File: src/rtl/pc_gen_if.sv
// pc_gen_if: groups the fetch handshake, redirect/trap inputs, debug controls
// and status outputs of the pc_gen program-counter generator.
//   master : the pc_gen side (drives the o_* signals)
//   slave  : the fetch/control side (drives the i_* signals)

interface pc_gen_if #(
    parameter int WIDTH     = 32,
    parameter int CNT_WIDTH = 16
) ();

    // Fetch handshake
    logic                 i_fetch_ready;
    logic [WIDTH-1:0]     o_pc;
    logic                 o_pc_valid;

    // Control-flow redirection
    logic                 i_redirect_valid;
    logic [WIDTH-1:0]     i_redirect_pc;
    logic                 i_trap_valid;
    logic [WIDTH-1:0]     i_trap_pc;

    // Debug / stall control
    logic                 i_halt;
    logic                 i_resume;

    // Status
    logic                 o_halted;
    logic                 o_misalign;
    logic [CNT_WIDTH-1:0] o_fetch_cnt;

    modport master (
        input  i_fetch_ready,
        input  i_redirect_valid,
        input  i_redirect_pc,
        input  i_trap_valid,
        input  i_trap_pc,
        input  i_halt,
        input  i_resume,
        output o_pc,
        output o_pc_valid,
        output o_halted,
        output o_misalign,
        output o_fetch_cnt
    );

    modport slave (
        output i_fetch_ready,
        output i_redirect_valid,
        output i_redirect_pc,
        output i_trap_valid,
        output i_trap_pc,
        output i_halt,
        output i_resume,
        input  o_pc,
        input  o_pc_valid,
        input  o_halted,
        input  o_misalign,
        input  o_fetch_cnt
    );

endinterface

File: src/rtl/pc_gen.sv
// pc_gen: program-counter generator for the RV32I fetch stage.
//
// Holds the fetch address and offers it over a valid/ready handshake. The PC
// advances by INSTR_BYTES on each accepted fetch and can be redirected by a
// branch/jump or a trap (trap > redirect > sequential). HALT/resume give debug
// and stall control; a counter tracks accepted fetches.
//
// States: BOOT (one invalid cycle after reset), RUN (o_pc_valid=1),
//         HALT (o_pc_valid=0, o_halted=1).
//
// Optional feature macro: PC_ALIGN_CHECK_EN
//   defined   : misaligned redirect targets are rejected and o_misalign pulses.
//   undefined : redirect targets have their low ALIGN_BITS cleared,
//               o_misalign stays 0.
//
// All outputs are registered; reset (rst) is asynchronous and active-low.

module pc_gen #(
    parameter int               WIDTH        = 32,
    parameter logic [WIDTH-1:0] RESET_VECTOR = {WIDTH{1'b0}},
    parameter int               INSTR_BYTES  = 4,
    parameter int               CNT_WIDTH    = 16
) (
    input  logic      clk,
    input  logic      rst,
    pc_gen_if.master  bus
);

    localparam int               ALIGN_BITS = $clog2(INSTR_BYTES);
    localparam logic [WIDTH-1:0] LOW_MASK   = (WIDTH'(1) << ALIGN_BITS) - WIDTH'(1);
    localparam logic [WIDTH-1:0] PC_STEP    = WIDTH'(INSTR_BYTES);

    typedef enum logic [1:0] {
        ST_BOOT = 2'd0,
        ST_RUN  = 2'd1,
        ST_HALT = 2'd2
    } state_t;

    // Clear the sub-instruction address bits.
    function automatic logic [WIDTH-1:0] align_pc(input logic [WIDTH-1:0] pc);
        return pc & ~LOW_MASK;
    endfunction

`ifdef PC_ALIGN_CHECK_EN
    // True when the address is not on an instruction boundary.
    function automatic logic is_misaligned(input logic [WIDTH-1:0] pc);
        return |(pc & LOW_MASK);
    endfunction
`endif

    state_t               state_r;
    state_t               state_nxt_s;
    logic                 boot_arm_r;
    logic                 boot_arm_nxt_s;

    logic [WIDTH-1:0]     pc_r;
    logic [WIDTH-1:0]     pc_nxt_s;
    logic                 pc_valid_r;
    logic                 halted_r;
    logic                 misalign_r;
    logic                 misalign_nxt_s;
    logic [CNT_WIDTH-1:0] fetch_cnt_r;

    logic                 active_s;
    logic                 accept_s;
    logic                 trap_s;
    logic                 redir_req_s;
    logic                 redir_take_s;
    logic                 redir_bad_s;
    logic [WIDTH-1:0]     redir_target_s;

    // Redirects and traps only take effect once out of BOOT; the valid flag
    // is only ever set in RUN, so accept needs no extra state qualification.
    assign active_s    = (state_r != ST_BOOT);
    assign accept_s    = pc_valid_r & bus.i_fetch_ready;
    assign trap_s      = bus.i_trap_valid & active_s;
    assign redir_req_s = bus.i_redirect_valid & active_s;

    // Qualify the redirect request and form its target address.
    always_comb begin
        redir_take_s   = 1'b0;
        redir_bad_s    = 1'b0;
        redir_target_s = align_pc(bus.i_redirect_pc);
`ifdef PC_ALIGN_CHECK_EN
        redir_target_s = bus.i_redirect_pc;
        if (redir_req_s && is_misaligned(bus.i_redirect_pc)) begin
            redir_bad_s = 1'b1;
        end else begin
            redir_take_s = redir_req_s;
        end
`else
        redir_take_s = redir_req_s;
`endif
    end

    // Next-PC selection: trap beats redirect beats sequential advance.
    always_comb begin
        pc_nxt_s = pc_r;
        if (trap_s) begin
            pc_nxt_s = align_pc(bus.i_trap_pc);
        end else if (redir_take_s) begin
            pc_nxt_s = redir_target_s;
        end else if (accept_s) begin
            pc_nxt_s = pc_r + PC_STEP;
        end else begin
            pc_nxt_s = pc_r;
        end
    end

    // A rejected redirect is reported unless a trap overrides it anyway.
    always_comb begin
        misalign_nxt_s = 1'b0;
        if (redir_bad_s && !trap_s) begin
            misalign_nxt_s = 1'b1;
        end else begin
            misalign_nxt_s = 1'b0;
        end
    end

    // Next-state logic. BOOT spends the first edge after reset arming,
    // so o_pc_valid rises on the second edge. Halt beats resume; a trap
    // always lands in RUN.
    always_comb begin
        state_nxt_s    = state_r;
        boot_arm_nxt_s = boot_arm_r;
        case (state_r)
            ST_BOOT: begin
                if (boot_arm_r) begin
                    state_nxt_s    = ST_RUN;
                    boot_arm_nxt_s = 1'b0;
                end else begin
                    boot_arm_nxt_s = 1'b1;
                end
            end
            ST_RUN: begin
                if (trap_s) begin
                    state_nxt_s = ST_RUN;
                end else if (bus.i_halt) begin
                    state_nxt_s = ST_HALT;
                end else begin
                    state_nxt_s = ST_RUN;
                end
            end
            ST_HALT: begin
                if (trap_s) begin
                    state_nxt_s = ST_RUN;
                end else if (bus.i_halt) begin
                    state_nxt_s = ST_HALT;
                end else if (bus.i_resume) begin
                    state_nxt_s = ST_RUN;
                end else begin
                    state_nxt_s = ST_HALT;
                end
            end
            default: begin
                state_nxt_s    = ST_BOOT;
                boot_arm_nxt_s = 1'b0;
            end
        endcase
    end

    // State register.
    always_ff @(posedge clk or negedge rst) begin
        if (!rst) begin
            state_r    <= ST_BOOT;
            boot_arm_r <= 1'b0;
        end else begin
            state_r    <= state_nxt_s;
            boot_arm_r <= boot_arm_nxt_s;
        end
    end

    // PC and accepted-fetch counter (counter wraps naturally).
    always_ff @(posedge clk or negedge rst) begin
        if (!rst) begin
            pc_r        <= RESET_VECTOR;
            fetch_cnt_r <= {CNT_WIDTH{1'b0}};
        end else begin
            pc_r <= pc_nxt_s;
            if (accept_s) begin
                fetch_cnt_r <= fetch_cnt_r + CNT_WIDTH'(1'b1);
            end
        end
    end

    // Status flags registered from the next state so they line up with o_pc.
    always_ff @(posedge clk or negedge rst) begin
        if (!rst) begin
            pc_valid_r <= 1'b0;
            halted_r   <= 1'b0;
            misalign_r <= 1'b0;
        end else begin
            pc_valid_r <= (state_nxt_s == ST_RUN);
            halted_r   <= (state_nxt_s == ST_HALT);
            misalign_r <= misalign_nxt_s;
        end
    end

    assign bus.o_pc        = pc_r;
    assign bus.o_pc_valid  = pc_valid_r;
    assign bus.o_halted    = halted_r;
    assign bus.o_misalign  = misalign_r;
    assign bus.o_fetch_cnt = fetch_cnt_r;

endmodule

File: src/flat_wrapper.sv
// flat-port wrapper written by rule: the top's interface ports become plain ports
module pc_gen_flat 
#(
    parameter int               WIDTH        = 32,
    parameter logic [WIDTH-1:0] RESET_VECTOR = {WIDTH{1'b0}},
    parameter int               INSTR_BYTES  = 4,
    parameter int               CNT_WIDTH    = 16
)
  (clk, rst, bus_i_fetch_ready, bus_i_redirect_valid, bus_i_redirect_pc, bus_i_trap_valid, bus_i_trap_pc, bus_i_halt, bus_i_resume, bus_o_pc, bus_o_pc_valid, bus_o_halted, bus_o_misalign, bus_o_fetch_cnt);
  pc_gen_if #(.WIDTH(WIDTH), .CNT_WIDTH(CNT_WIDTH)) bus_i ();
  input  logic clk;
  input  logic rst;
  input wire logic [$bits(bus_i.i_fetch_ready)-1:0] bus_i_fetch_ready;
  input wire logic [$bits(bus_i.i_redirect_valid)-1:0] bus_i_redirect_valid;
  input wire logic [$bits(bus_i.i_redirect_pc)-1:0] bus_i_redirect_pc;
  input wire logic [$bits(bus_i.i_trap_valid)-1:0] bus_i_trap_valid;
  input wire logic [$bits(bus_i.i_trap_pc)-1:0] bus_i_trap_pc;
  input wire logic [$bits(bus_i.i_halt)-1:0] bus_i_halt;
  input wire logic [$bits(bus_i.i_resume)-1:0] bus_i_resume;
  output wire logic [$bits(bus_i.o_pc)-1:0] bus_o_pc;
  output wire logic [$bits(bus_i.o_pc_valid)-1:0] bus_o_pc_valid;
  output wire logic [$bits(bus_i.o_halted)-1:0] bus_o_halted;
  output wire logic [$bits(bus_i.o_misalign)-1:0] bus_o_misalign;
  output wire logic [$bits(bus_i.o_fetch_cnt)-1:0] bus_o_fetch_cnt;
  assign bus_i.i_fetch_ready = bus_i_fetch_ready;
  assign bus_i.i_redirect_valid = bus_i_redirect_valid;
  assign bus_i.i_redirect_pc = bus_i_redirect_pc;
  assign bus_i.i_trap_valid = bus_i_trap_valid;
  assign bus_i.i_trap_pc = bus_i_trap_pc;
  assign bus_i.i_halt = bus_i_halt;
  assign bus_i.i_resume = bus_i_resume;
  assign bus_o_pc = bus_i.o_pc;
  assign bus_o_pc_valid = bus_i.o_pc_valid;
  assign bus_o_halted = bus_i.o_halted;
  assign bus_o_misalign = bus_i.o_misalign;
  assign bus_o_fetch_cnt = bus_i.o_fetch_cnt;
  pc_gen #(.WIDTH(WIDTH), .RESET_VECTOR(RESET_VECTOR), .INSTR_BYTES(INSTR_BYTES), .CNT_WIDTH(CNT_WIDTH)) u_core (.clk(clk), .rst(rst), .bus(bus_i));
endmodule
File: config.mk
export PLATFORM = sky130hd
export DESIGN_NAME = pc_gen_flat
export DESIGN_NICKNAME = d
export VERILOG_FILES = /design/src/rtl/pc_gen_if.sv /design/src/rtl/pc_gen.sv /design/src/flat_wrapper.sv
export SDC_FILE = /design/constraint.sdc
export NUM_CORES = 1
export LEC_CHECK = 0
export CAP_MARGIN = 5
export CORE_MARGIN = 5
export CORE_UTILIZATION = 44
export CTS_CLUSTER_DIAMETER = 60
export DETAILED_ROUTE_END_ITERATION = 8
export PLACE_DENSITY = 0.81
export SYNTH_ARGS = -nofsm -noshare
export SYNTH_HDL_FRONTEND = slang
export SYNTH_SLANG_ARGS = --single-unit
File: constraint.sdc
create_clock -name clk -period 2.6 [get_ports clk]
set_input_delay 0.52 -clock clk [delete_from_list [all_inputs] [get_ports clk]]
set_output_delay 0.52 -clock clk [all_outputs]
set_load 0.005 [all_outputs]
==> metrics.csv, run 1 <==
stage,metric,value,unit
status,status,finished clean,
route,WL final,9630,um
hold_path,Worst Hold Class,input pin to asynchronous set/reset pin,
synthesis,Synth area leader,dfrtp_1,
synthesis,post-synthesis sequential area ratio,40.9,%
power,Static Leak,1.83,nW
global_routing,Global Route Usage Sum,21.8,%
floorplan,CORE AREA,6830,sq um
setup_path,worst path bufs/invs,1,
cells_and_area,Final Util,66.4,%
sta,Max-slew headroom,62.1,%
placed_design,dpl hpwl,7590,um
synthesis,unique cell type count in the Yosys netlist,52,
clocking,Post-CTS Setup Bufs,0,
setup_path,Setup crit start,u_core.state_r[1]$_DFF_PN0_,
cells_and_area,nets,549,
route,# DRC,0,
sta,"Setup violations, final",0,
placed_design,Placer Congestion,0.869,
setup_path,Critical R2R Launch,u_core.state_r[1]$_DFF_PN0_,
synthesis,share of the synthesized area in the top cell type,40.9,%
cells_and_area,# diodes,0,
cells_and_area,share of post-route cells with drive strength above 1,7.19,%
floorplan,Die ar.,8870,sq um
synthesis,syn avg cell area,8.94,sq um
power,pwr/cell area,894,nW/um^2
route,met3 WL,825,um
setup_path,critical path's largest stage delay,0.42,ns
route,WL/cell,16.9,um
sta,minimum clock period,2.10,ns
route,highest metal used,met4,
route,initial drt markers,188,
sta,Fin. Hold Viols,0,
global_routing,largest net degree at the start of global routing,30,
setup_path,Critical R2R Capture,u_core.bus.o_pc[29]$_DFFE_PN0P_,
placed_design,PortBufs,114,
clocking,H-Tree Depth,2,
power,combinational cell fraction of total power,51.3,%
synthesis,most frequent cell after synthesis,dfrtp_1,
power,Sw Ratio,40.3,%
cells_and_area,"non-filler cells, final",569,
synthesis,Synth Instances,349,
clocking,CTS max path bufs,2,
cells_and_area,Layout area overhead,45.3,%
synthesis,synth warn,0,
power,Clock Power Share,11.3,%
setup_path,"CP delay by family, top",simple AND/OR/NAND/NOR gates,
floorplan,num ports,122,
sta,setup total negative slack,0,ns
sta,RSZ-0062 raised after global routing,false,
setup_path,crit path kind,flip-flop to flip-flop,
sta,skew final,0.00445,ns
route,Met2 Wirelength,4660,um
sta,actual transition at the worst max-transition pin,0.569,ns
setup_path,CP max-delay cell,dfrtp_1,
setup_path,R2R cell count,7,
power,P_sw,1.63,mW
sta,fin. max-slew vios,0,
sta,Tcrit/Tclk final,80.8,%
floorplan,row cnt,30,
power,Pwr Total,4.05,mW
setup_path,cells along the critical path,inv_1 > ha_1 > nand2b_1 > nand2_1 > nor2_1 > nor3_1 > a221o_1,
setup_path,CP Max Fanout,9,
global_routing,vias in the first global route,3180,
placed_design,Post-DP Area,4450,sq um
synthesis,synthesized flop and latch total,51,
clocking,CTS tree,done,
route,routed vias/inst,5.69,
synthesis,largest cells by area after synthesis,"dfrtp_1, xnor2_1, o21ai_0",
clocking,hold-fix buffers at CTS,0,
setup_path,Worst setup SP type,flip-flop,
global_routing,initial antenna violation count,0,
synthesis,Post-synth EDFFs,0,
synthesis,"Top FF cell, synth",dfrtp_1,
cells_and_area,# fillers,577,
flow_run,Max-Cap Viols,0,
synthesis,asr flop ratio synth,100,%
floorplan,starting density of the core,45.7,%
floorplan,Die W,94.2,um
power,VDD IR max,0.000472,V
setup_path,crit path DAT,2.30,ns
global_routing,first-pass GRT wire length,15200,um
setup_path,Worst Path Required,2.80,ns
clocking,clk_lat worst skew,0.31,ns
clocking,TritonCTS Buffers,5,
synthesis,synth cell count leaders,"dfrtp_1, o21ai_0, nand2_1, nor2_1",
setup_path,crit end category,flip-flop,
floorplan,Die Y,94.2,um
route,via count,3237,
synthesis,Mapped Area,3120,sq um
setup_path,worst reg2reg setup slack,0.50,ns
clocking,clk root buf,clkbuf_8,
route,DR pass1 iterations,5,
global_routing,total congestion overflow,0,
route,DRT antenna net count,0,
setup_path,Levels on crit path,7,
sta,Fmax,476,MHz
clocking,CTS sink cnt,51,
setup_path,worst setup path end,u_core.bus.o_pc[29]$_DFFE_PN0P_,
power,Sequential Power Share,37.4,%
cells_and_area,final instance area,4530,sq um
clocking,"Reg clk slew, reported paths",0.09,ns
power,Int Pwr,2.42,mW
route,WL met1,4010,um
clocking,CTS resizes,0,
placed_design,DP Cell Count,561,
-- power by group through the flow --
stage	Clock, mW	Sequential [mW]	Combinational (mW)
2_1_floorplan	0	1.44	1.05
3_3_place_gp	0	1.50	2.03
3_5_place_dp	0	1.51	2.10
4_1_cts	0.464	1.50	2.10
5_1_grt	0.500	1.56	2.29
6_report	0.459	1.51	2.08
-- kinds of logic (layout without fill, tap and decap cells) --
logic type	count (synthesis)	count (layout)	synth area share (%)
adder cells (fa/ha/maj)	6	6	2.41
multiplexers	2	2	0.642
flip-flops	51	51	40.9
AO/OA/AOI/OAI	97	97	19.7
other	1	3	0.120
XOR/XNOR	35	35	9.83
buffers and inverters	26	148	4.09
AND/OR/NAND/NOR	131	131	22.3
-- routing by layer --
metal  up-vias  GRT usage (%)
li1       1516              -
met1      1555           27.6
met2       151           37.4
met3        15           4.57
met4         0           6.02
met5         -              0
-- registers in the layout (all words and copies together) (netlist names) --
| register | flops |
|---|---|
| u_core.boot_arm_r | 1 |
| u_core.state_r | 2 |
| u_core.bus.o_halted | 1 |
| u_core.bus.o_fetch_cnt | 16 |
| u_core.bus.o_pc_valid | 1 |
| u_core.bus.o_pc | 30 |
-- how the worst min path moves through the flow --
stage | from | to | cells past startpoint
2_1_floorplan | rst | u_core.boot_arm_r$_DFFE_PN0N_ | 0
3_5_place_dp | u_core.bus.o_fetch_cnt[15]$_DFFE_PN0P_ | u_core.bus.o_fetch_cnt[15]$_DFFE_PN0P_ | 1
3_3_place_gp | u_core.bus.o_fetch_cnt[15]$_DFFE_PN0P_ | u_core.bus.o_fetch_cnt[15]$_DFFE_PN0P_ | 1
6_report | rst | u_core.bus.o_fetch_cnt[4]$_DFFE_PN0P_ | 1
5_1_grt | rst | u_core.bus.o_fetch_cnt[4]$_DFFE_PN0P_ | 1
4_1_cts | rst | u_core.bus.o_pc[4]$_DFFE_PN0P_ | 1
-- stage by stage --
stage                     hold WS, ns  setup slack, ns
after global placement          0.463            0.294
after detailed placement        0.466            0.232
after floorplan                 0.224            0.720
after CTS                       0.212            0.478
final                           0.193            0.499
after global routing            0.227            0.284
-- area by class of cell --
cell class                 instances  area (sq um)  area share (%)
clock buffer                       6          72.6            1.60
clock inverter                     2          12.5           0.276
inverter                           8          30.0           0.662
multi-input combinational        274          1730            38.1
sequential                        51          1280            28.2
tap                               96           120            2.65
timing repair buffer             132          1300            28.6
-- placed cells by master (no fill, tap or decap), types with 2 or more instances in the layout --
cell	netlist	final
a211oi_1	5	5
a21oi_1	21	21
a221o_1	3	3
a22o_1	2	2
a22oi_1	18	18
a2bb2oi_1	3	3
and2_1	2	2
and3_1	8	8
and4_1	3	3
buf_12	0	2
buf_4	3	16
clkbuf_8	0	5
clkdlybuf4s50_1	0	113
conb_1	1	3
dfrtp_1	51	51
ha_1	6	6
inv_1	8	8
mux2i_1	2	2
nand2_1	27	27
nand2b_1	4	4
nand3_1	22	22
nand4_1	13	13
nor2_1	25	25
nor2b_1	5	4
nor3_1	8	8
nor4_1	3	3
o21ai_0	31	31
o21bai_1	2	2
o22ai_1	3	3
xnor2_1	22	22
xor2_1	13	13
Note: power is estimated with default switching activity, not from simulation.
==> run 2, diff against run 1 <==
- clock period: 2.6 -> 2.1 ns (I/O delays scaled with it)
==> run 2 against run 1 <==
Against the previous run: fmax rose by 7.3%; combinational power rose by 37%; via count rose by 2.3%; first-iteration DRC count rose by 18%; core utilization rose by 2.0 points; setup slack got worse by 0.36 ns; critical path depth fell by 2; critical endpoint unchanged; largest power group unchanged; highest routed layer unchanged.
==> metrics.csv, run 2 (synthesized netlist as in run 1, its figures left out) <==
stage,metric,value,unit,change
setup_path,CP Max Fanout,5,,-4
cells_and_area,most frequent cells in the layout,"clkdlybuf4s50_1, dfrtp_1, buf_4",,
cells_and_area,"non-filler cells, final",583,,+2.5%
setup_path,critical path's largest stage delay,0.44,ns,+0.02 ns
route,# DRC,0,,unchanged
setup_path,cells along the critical path,and4_1 > nand4_1 > nor4_2 > o21ai_0 > a221o_1,,
clocking,hold-fix buffers at CTS,0,,unchanged
sta,final hold slack,0.0925,ns,-0.100 ns
placed_design,dpl hpwl,7950,um,+4.7%
route,via count,3310,,+2.3%
route,DR pass1 iterations,4,,-1
clocking,"Reg clk slew, reported paths",0.09,ns,about the same
sta,skew final,0.00662,ns,+0.00217 ns
setup_path,Worst Path Required,2.29,ns,-0.51 ns
setup_path,crit path DAT,2.15,ns,-0.15 ns
global_routing,met2 Use GR,39.1,%,+1.7 points
setup_path,CP max-delay cell,dfrtp_1,,
clocking,H-Tree Depth,2,,unchanged
floorplan,Die W,94.2,um,unchanged
power,VDD IR max,0.000696,V,+48%
route,WL final,10100,um,+4.5%
route,initial drt markers,221,,+18%
clocking,clk_lat worst skew,0.30,ns,about the same
global_routing,gr busiest metal,met2,,
power,Pwr Total,5.34,mW,+32%
placed_design,Placer Congestion,0.841,,-3.2%
floorplan,row cnt,30,,unchanged
power,pwr/cell area,1140,nW/um^2,+28%
sta,Fin. Hold Viols,0,,unchanged
power,P_sw,2.10,mW,+28%
sta,RSZ-0062 raised after global routing,false,,
sta,minimum clock period,1.96,ns,-0.143 ns
hold_path,Worst Hold Class,input pin to asynchronous set/reset pin,,
power,Sw Ratio,39.3,%,-1.0 points
global_routing,initial antenna violation count,0,,unchanged
power,Int Pwr,3.24,mW,+34%
clocking,CTS max path bufs,2,,unchanged
floorplan,CORE AREA,6830,sq um,unchanged
global_routing,vias in the first global route,3314,,+4.2%
route,DRT antenna net count,0,,unchanged
global_routing,Global Route Usage Sum,23.1,%,+1.3 points
sta,Fmax,511,MHz,+7.3%
cells_and_area,final instance area,4670,sq um,+3.1%
global_routing,met3 usage,4.65,%,+0.080 points
global_routing,first-pass GRT wire length,16200,um,+6.0%
clocking,clk root buf,clkbuf_8,,
global_routing,met1 usage,30.1,%,+2.5 points
cells_and_area,Layout area overhead,49.8,%,
status,status,finished clean,,
cells_and_area,# diodes,0,,unchanged
power,combinational cell fraction of total power,53.3,%,+2.0 points
route,routed vias/inst,5.68,,-0.20%
route,WL/cell,17.3,um,+2.0%
placed_design,PortBufs,114,,unchanged
cells_and_area,nets,564,,+2.7%
flow_run,Max-Cap Viols,0,,unchanged
clocking,CTS resizes,0,,unchanged
power,Clock Power Share,12.7,%,+1.4 points
clocking,CTS sink cnt,51,,unchanged
setup_path,Worst setup SP type,flip-flop,,
clocking,TritonCTS Buffers,5,,unchanged
global_routing,largest net degree at the start of global routing,30,,unchanged
power,Static Leak,1.91,nW,+4.3%
placed_design,Post-DP Area,4550,sq um,+2.3%
sta,actual transition at the worst max-transition pin,0.556,ns,-0.0124 ns
global_routing,total congestion overflow,0,,unchanged
clocking,Post-CTS Setup Bufs,0,,unchanged
sta,"Setup violations, final",0,,unchanged
floorplan,starting density of the core,45.7,%,unchanged
setup_path,crit path kind,flip-flop to flip-flop,,
sta,Tcrit/Tclk final,93.2,%,+12 points
floorplan,num ports,122,,unchanged
setup_path,crit end category,flip-flop,,
cells_and_area,share of post-route cells with drive strength above 1,10.9,%,+3.7 points
power,Sequential Power Share,33.9,%,-3.5 points
placed_design,DP Cell Count,576,,+2.7%
sta,fin. max-slew vios,0,,unchanged
sta,Max-slew headroom,62.9,%,+0.83 points
cells_and_area,max reg flops,30,,unchanged
clocking,CTS tree,done,,
cells_and_area,Final Util,68.4,%,+2.0 points
cells_and_area,"most common cell after layout, fill and taps aside",clkdlybuf4s50_1,,
floorplan,Die ar.,8870,sq um,unchanged
floorplan,Die Y,94.2,um,unchanged
-- run 2: path summary, 6_finish.rpt --
path                       depth (start not counted)                                     end                                    from  slack [ns]
max                                                5         u_core.bus.o_pc[29]$_DFFE_PN0P_          u_core.bus.o_pc[2]$_DFFE_PN0P_        0.14
min                                                1   u_core.bus.o_fetch_cnt[4]$_DFFE_PN0P_                                     rst        0.09
max reg2reg                                        5         u_core.bus.o_pc[29]$_DFFE_PN0P_          u_core.bus.o_pc[2]$_DFFE_PN0P_        0.14
min reg2reg                                        1  u_core.bus.o_fetch_cnt[15]$_DFFE_PN0P_  u_core.bus.o_fetch_cnt[15]$_DFFE_PN0P_        0.47
max in group asynchronous                          2         u_core.bus.o_pc[30]$_DFFE_PN0P_                                     rst        1.46
min in group clk                                   1  u_core.bus.o_fetch_cnt[15]$_DFFE_PN0P_  u_core.bus.o_fetch_cnt[15]$_DFFE_PN0P_        0.47
-- run 2: area by class of cell --
type	count	area, sq um
multi-input combinational	274	1740
clock buffer	5	68.8
sequential	51	1280
clock inverter	2	37.5
inverter	8	30.0
fill	568	2160
tap	96	120
timing repair buffer	147	1400
-- run 2: power groups by stage --
stage	clock network, mW	registers [mW]	logic (mW)
floorplan	0	1.78	1.30
global placement	0	1.79	2.74
detailed placement	0	1.81	2.83
CTS	0.690	1.80	2.84
global route	0.724	1.87	3.14
finish	0.680	1.81	2.85
-- run 2: layer usage --
layer	routed length [um]	vias up
met3	772	14
li1	-	1544
met5	0	-
met4	122	0
met1	4170	1605
met2	5010	147
-- run 2: stage by stage --
stage                     worst slack, ns  TNS (ns)
after floorplan                     0.220         0
after global placement            -0.0832    -0.117
after detailed placement           -0.119    -0.226
after CTS                           0.133         0
after global routing               0.0118         0
final                               0.142         0
-- run 2: critical path, delay by kind of cell, from the launching register on --
| family | cells | cell delay [ns] |
|---|---|---|
| simple gates | 3 | 0.99 |
| flops | 1 | 0.44 |
| compound gates | 2 | 0.41 |
==> run 3, diff against run 2 <==
- CTS_CLUSTER_DIAMETER: 60 -> not set
==> results of run 3 <==
No change in the layout: final DEF, timing and power equal those of run 2.
